**src/rtl/udp_seq_engine.sv**
```systemverilog
// Table-driven sequential UDP evaluator: run-time loaded rows of level/edge/state/output
// terms are matched against a 3-valued input vector on every in_valid strobe.
module udp_seq_engine #(
  parameter int         N_IN  = 2,
  parameter int         DEPTH = 16,
  parameter logic [1:0] INIT  = 2'b10,
  localparam int        AW    = $clog2(DEPTH),
  localparam int        ROW_W = 9*N_IN + 6
) (
  input  logic              clk,
  input  logic              rst_n,
  input  logic              cfg_we,
  input  logic [AW-1:0]     cfg_addr,
  input  logic [ROW_W-1:0]  cfg_wdata,
  input  logic              in_valid,
  input  logic [2*N_IN-1:0] in_val,
  output logic [1:0]        q,
  output logic              q_valid,
  output logic              hit,
  output logic [AW-1:0]     hit_idx,
  output logic              uncov
);

  logic [ROW_W-1:0]  tbl [DEPTH];
  logic [2*N_IN-1:0] prev;
  logic              found;
  logic [AW-1:0]     idx;
  logic              changed;
  logic [1:0]        row_out;
  logic [1:0]        q_next;

  // 00 -> 0, 01 -> 1, 1? -> 2 (x); codes 10 and 11 collapse to the same index
  function automatic int vidx(input logic [1:0] c);
    return c[1] ? 2 : (c[0] ? 1 : 0);
  endfunction

  function automatic logic row_match(input logic [ROW_W-1:0] row, input logic [1:0] qc,
                                     input logic [2*N_IN-1:0] pv, input logic [2*N_IN-1:0] cv);
    logic m;
    m = row[ROW_W-1] & row[ROW_W-6+vidx(qc)];
    for (int i = 0; i < N_IN; i++)
      m = m & row[9*i + 3*vidx(pv[2*i+:2]) + vidx(cv[2*i+:2])];
    return m;
  endfunction

  always_comb begin
    found   = 1'b0;
    idx     = '0;
    changed = 1'b0;
    for (int i = 0; i < N_IN; i++)
      if (vidx(in_val[2*i+:2]) != vidx(prev[2*i+:2])) changed = 1'b1;
    // Scan downward so the lowest matching row is the one left standing
    for (int r = DEPTH-1; r >= 0; r--)
      if (row_match(tbl[r], q, prev, in_val)) begin
        found = 1'b1;
        idx   = AW'(r);
      end
    row_out = tbl[idx][ROW_W-2 -: 2];
    if (found)        q_next = (row_out == 2'b11) ? q : row_out;
    else if (changed) q_next = 2'b10;
    else              q_next = q;
  end

  always_ff @(posedge clk or negedge rst_n) begin
    if (!rst_n) begin
      q       <= INIT;
      prev    <= {N_IN{2'b10}};
      q_valid <= 1'b0;
      hit     <= 1'b0;
      hit_idx <= '0;
      uncov   <= 1'b0;
      for (int r = 0; r < DEPTH; r++) tbl[r] <= '0;
    end else begin
      // Evaluation above reads the pre-edge table, so a same-cycle write is seen next time
      if (cfg_we) tbl[cfg_addr] <= cfg_wdata;
      q_valid <= in_valid;
      if (in_valid) begin
        q       <= q_next;
        prev    <= in_val;
        hit     <= found;
        hit_idx <= found ? idx : '0;
        uncov   <= !found && changed;
      end else begin
        hit     <= 1'b0;
        hit_idx <= '0;
        uncov   <= 1'b0;
      end
    end
  end

endmodule

```
**config.mk**
```make
export PLATFORM = sky130hd
export DESIGN_NAME = udp_seq_engine
export DESIGN_NICKNAME = d
export VERILOG_FILES = /design/src/rtl/udp_seq_engine.sv
export SDC_FILE = /design/constraint.sdc
export NUM_CORES = 1
export LEC_CHECK = 0
export CAP_MARGIN = 40
export CORE_AREA = 10 10 212 214
export DETAILED_ROUTE_END_ITERATION = 7
export DIE_AREA = 0 0 222 224
export GPL_TIMING_DRIVEN = 0
export PLACE_DENSITY = 0.77
export SLEW_MARGIN = 10
export SYNTH_ARGS = -nofsm -noshare
export SYNTH_HDL_FRONTEND = slang
export SYNTH_SLANG_ARGS = --single-unit
```
**constraint.sdc**
```tcl
create_clock -name clk -period 11.9 [get_ports clk]
set_input_delay 1.785 -clock clk [delete_from_list [all_inputs] [get_ports clk]]
set_output_delay 1.785 -clock clk [all_outputs]
set_load 0.01 [all_outputs]
```
**Word level (Yosys, flattened, before mapping)**

Cells that the tools add are included.
Widths: inputs -> output; s select.

- Add/sub/neg operators: 4
- Multipliers: 2
- Order comparisons: 6
- Equal/unequal tests: 4
- Muxes and demuxes: 201
- Bitwise operators: 50
- Reduce and logical (&&, ||, !) cells: 5

Operators by type and width:

| kind | count |
|---|---|
| $bwmux 384 | 1 |
| $bmux 1 s5 | 48 |
| $mux 1 | 121 |
| $bmux 24 s4 | 1 |
| $demux 24 s4 | 1 |
| $lt 32x7->1 const B | 3 |
| $mux 4 | 18 |
| $mul 3x32->32 const A | 2 |
| $ne 32x32->1 | 2 |
| $and 1x1->1 | 48 |
| $mux 23 | 2 |
| $add 32x3->32 | 1 |
| $add 32x32->32 | 1 |
| $add 5x32->32 const A | 1 |
| $add 6x32->32 const A | 1 |
| $mux 24 | 1 |
| $mux 2 | 8 |
| $ge 5x5->1 const B | 2 |
| $not 4->5 | 2 |
| $lt 5x1->1 const B | 1 |
| $reduce_and 3->1 | 1 |
| $eq 2x2->1 const B | 1 |
| $logic_and 1x1->1 | 2 |
| $ne 2x2->1 const B | 1 |
| other kinds (2) | 2 |

- Register bits after elaboration: 397
- Input bits: 36
- Output and inout bits: 9
- Logic and storage cells: 294

**Depth between registers and ports, before layout**

- Word-level depth: 32
- Mapped depth: 20
- Depth with buffers taken out: 16

**Least setup slack after synthesis**

No wires, ideal clock.

- Path type: input port to flip-flop
- From: in in_val[0]
- To: reg q[1]
- Arrival: 5.976 ns
- Setup slack: 5.835 ns
- Cell stages on the path: 16
- Path buffers: 3
- Cell sequence: nor2b_1 -> ha_1 -> fa_1 -> buf_2 -> buf_6 -> clkbuf_1 -> mux4_2 -> mux4_2 -> and3_1 -> or3_1 -> o21ai_4 -> mux2_4 -> o2111ai_2 -> o211ai_1 -> nor4bb_1 -> a211oi_1

- Longest elaborated chain between the ends: 31

Ends and longest elaborated chain:

| element | RTL line | RTL |
|---|---|---|
| start: declaration | 16 | `input logic [2*N_IN-1:0] in_val,` |
| $mux 1 (*) | 34 | `return c[1] ? 2 : (c[0] ? 1 : 0);` |
| $mux 2 (*) | 34 |  |
| $add 32x3->32 | 42 | `m = m & row[9*i + 3*vidx(pv[2*i+:2]) + vidx(cv[2*i+:2])];` |
| $bmux 1 s5 | 42 |  |
| $mux 1 (not written as such) (2 in a row) | 42 |  |
| $and 1x1->1 (2 in a row) | 42 |  |
| $mux 4 (16 in a row) | 54 | `if (row_match(tbl[r], q, prev, in_val)) begin` |
| $not 4->5 (not written as such) | 58 | `row_out = tbl[idx][ROW_W-2 -: 2];` |
| $bmux 24 s4 | 58 |  |
| $mux 23 (not written as such) (2 in a row) | 58 |  |
| $eq 2x2->1 | 59 | `if (found) q_next = (row_out == 2'b11) ? q : row_out;` |
| $ne 2x2->1 (no line) | -- |  |
| $reduce_and 3->1 (no line) | -- |  |
| end signal: assignment | 78 | `q <= q_next;` |
| end: declaration | 17 | `output logic [1:0] q,` |

Every way passes the cells marked *; elsewhere a longest branch is shown, timed or not. The select of a mux whose other input is x is not followed.
A chain may end at the register's enable or synchronous reset.

**Final worst setup path**

- From: in in_val[1]
- To: reg q[1]

- Longest elaborated chain between the ends: 30

Ends and longest elaborated chain:

| element | RTL line |
|---|---|
| $mux 2 (*) | 34 |
| $add 32x3->32 | 42 |
| $bmux 1 s5 | 42 |
| $mux 1 (not written as such) (2 in a row) | 42 |
| $and 1x1->1 (2 in a row) | 42 |
| $mux 4 (16 in a row) | 54 |
| $not 4->5 (not written as such) | 58 |
| $bmux 24 s4 | 58 |
| $mux 23 (not written as such) (2 in a row) | 58 |
| $eq 2x2->1 | 59 |
| $ne 2x2->1 (no line) | -- |
| $reduce_and 3->1 (no line) | -- |

Marked as above.

==> impl_metrics.toml <==
[outcome]
status = "complete, no violations"

[timing]
finalHoldViolations = 0
max_freq_ghz = 0.136
rsz0062_at_grt = "false"
min_period_over_period_pct = 61.6
finalMaxSlewViolations = 0
period_needed_ns = 7.33
skew_ns = 0.0148
tns_ns = 0
slew_headroom_pct = 41.0
setup_viol = 0
tightest_slew_ns = 0.885

[logic_synthesis]
ys_ff_latch = 397
async_flop_share_pct = 100
synth.avg_cell_area_sq_um = 15.2
synth_cells = 1316
syn_area_sq_um = 20000
synth_nets = 1358
ys_warn_count = 0
synth_ff_type = "dfrtp_1"
synth_cell_types = 59
seq_area_frac_synth_pct = 49.7
synth_edf_count = 0

[pwr]
p_clk_share_pct = 29.3
cellPowerDensity_nw_per_um2 = 200
power.total_mw = 4.53
p_leak_nw = 9.55
seqPwrFrac_pct = 41.4
comb_power_share_pct = 29.3
vdd_drop_max_mv = 0.0917
switching_power_mw = 1.35
p_int_mw = 3.19
sw_frac_of_total_pct = 29.7

[setup_path]
critPathMaxFanout = 10
arrival_ns = 7.78
cp-end-kind = "flip-flop"
cpMaxStageDelayCell = "o41ai_2"
crit_type = "primary input to flip-flop"
cp_cell_sequence = "clkdlybuf4s50_1 -> nor2b_1 -> ha_1 -> fa_1 -> buf_2 -> buf_6 -> clkbuf_1 -> mux4_2 -> mux4_2 -> nand4_1 -> o31ai_1 -> o41ai_2 -> buf_4 -> mux2i_1 -> nand2_1 -> a211oi_2 -> nor4bb_1 -> a211oi_1"
crit_path_start_kind = "primary input"
path_common_cell = "mux4_2"
crit_start = "in_val[1]"
required_ns = 12.35
cp_slowest_stage_delay_ns = 0.65
reg2reg_from = "prev[1]"
ff2ff_setup_slack_ns = 5.85

[grt]
use_met2_pct = 33.2
grt_pass1_vias = 12800
grt_overflow = 0
grtUsageMet3_pct = 4.17
grt_max_degree = 113
grt_usage_pct = 20.7
grt_pass1_wl_mm = 80.2
use_met1_pct = 28.0
antenna_found_initial = 1
grt.busiest_layer = "met2"

[placed_design]
dp_hpwl_mm = 37.0
io_buffers = 44
placed_area_sq_um = 21300
place_congestion = 0.903

[finish]
fin_nets = 1456
layout-drive-gt1-share_pct = 45.2
n_antenna_cell = 0
final-seq-area_sq_um = 9940
finalInstanceArea_sq_um = 22700
nFillCells = 3164
synthToLayoutAreaGrowth_pct = 13.3
final_cell_mix = "mux2_2, dfrtp_1, mux4_2"
multi_input_area_sq_um = 9530
utilization_pct = 55.9
layout_commonest_cell = "mux2_2"

[die]
design.core.area_sq_um = 40600
row_count = 74
ios = 45
die_width_microns = 222
die_y_microns = 224
dieArea_sq_um = 49700
start_util_pct = 49.3

[clock_tree]
ctsHoldBuffers = 0
clock_latency_ns = 0.55
cts.clk_slew.worst_paths_ns = 0.06
ctsResizeCount = 0
root_buffer = "clkbuf_16"
post_cts_buffers = 0
clock-sinks = 397
cts_max_level = 2
cts_tree = "yes"
cts_buffers = 42
clockBufferDepth = 3

[routing]
num_vias = 12200
vias_per_cell = 6.15
drt_iter0_drc = 989
drc = 0
drtAntennaViolNets = 0
wire_per_inst_microns = 25.8
first_pass_iters = 5
routed_wl_mm = 51.1

[run]
drv.max_cap_violation_count = 0

[min_path]
hold_start = "tbl[270]"
hp-class = "flip-flop to flip-flop"
## stage by stage
| stage | instances | hold WS, ns | worst slack (ns) |
|---|---|---|---|
| 2_1_floorplan | 1316 | 0.474 | 5.84 |
| 3_3_place_gp | 1892 | 0.482 | -7.82 |
| 3_5_place_dp | 1902 | 0.487 | 4.02 |
| 4_1_cts | 1978 | 0.501 | 4.56 |
| 5_1_grt | 1978 | 0.508 | 4.46 |
| 6_report | 1978 | 0.497 | 4.57 |
## critical path: cells and delay by family
family	cells	cell delay, ns
buf+inv	5	2.02
simple gates	4	0.51
mux	3	1.28
fa+ha+maj	2	0.72
compound gates	4	1.45
## registers in the layout (all words and copies together), names as in the netlist
name and flops:
q 2, q_valid 1, tbl 384, hit_idx 4, prev 4, hit 1
uncov 1
## Yosys cell counts (7+ instances only)
cell        n  share of area, %
o21ai_0    17              0.43
nand2_1    36              0.68
mux2_2    396                22
a211oi_1    8              0.30
nand4_1     7              0.22
nor2b_1    10              0.31
dfrtp_1   394                49
clkbuf_1   74               1.4
a21oi_1     7              0.18
nand3_1    10              0.25
buf_4      10              0.38
nand2b_1    7              0.22
mux2i_1    79               4.0
nor2_1     24              0.45
buf_2      14              0.35
mux4_2    134                15
## per-layer routing
| metal | part of all wire (%) | vias up |
|---|---|---|
| met4 | 2.6 | 2 |
| li1 | - | 5206 |
| met1 | 43 | 6504 |
| met3 | 6.3 | 77 |
| met2 | 48 | 385 |
| met5 | 0.014 | - |
## power groups by stage
stage	Clock [mW]	Combinational, mW	Sequential, mW
floorplan	0	0.965	1.82
global placement	0	1.27	1.87
detailed placement	0	1.32	1.89
CTS	1.35	1.33	1.87
global route	1.40	1.42	1.91
finish	1.33	1.33	1.87
## worst paths after layout
kind / endpoint / cells after the start
hold reg to reg: tbl[270] / 1
setup / recovery: q[1] / 18
max in group asynchronous: tbl[11] / 3
setup reg to reg: q[1] / 17
hold / removal: tbl[270] / 1
min in group asynchronous: tbl[306] / 1
## layout make-up
cell class / count / share of cell area, %
Buffer: 108 / 2.30
Clock buffer: 65 / 5.55
Clock inverter: 11 / 0.601
Inverter: 7 / 0.116
Multi-Input combinational cell: 804 / 42.0
Sequential cell: 397 / 43.8
Tap cell: 532 / 2.93
Timing Repair Buffer: 54 / 2.68
## kinds of logic (layout without fill, tap and decap cells)
logic type               Yosys count  after routing  share of synthesized area, %
multiplexers                     612            612                          41.6
flip-flops                       397            397                          49.7
AND/OR/NAND/NOR                  125            125                          3.29
buffers and inverters            115            245                          2.74
AO/OA/AOI/OAI                     59             59                          2.24
adder cells (fa/ha/maj)            6              6                         0.413
XOR/XNOR                           2              2                        0.0875
(Power assumes the default switching activity.)
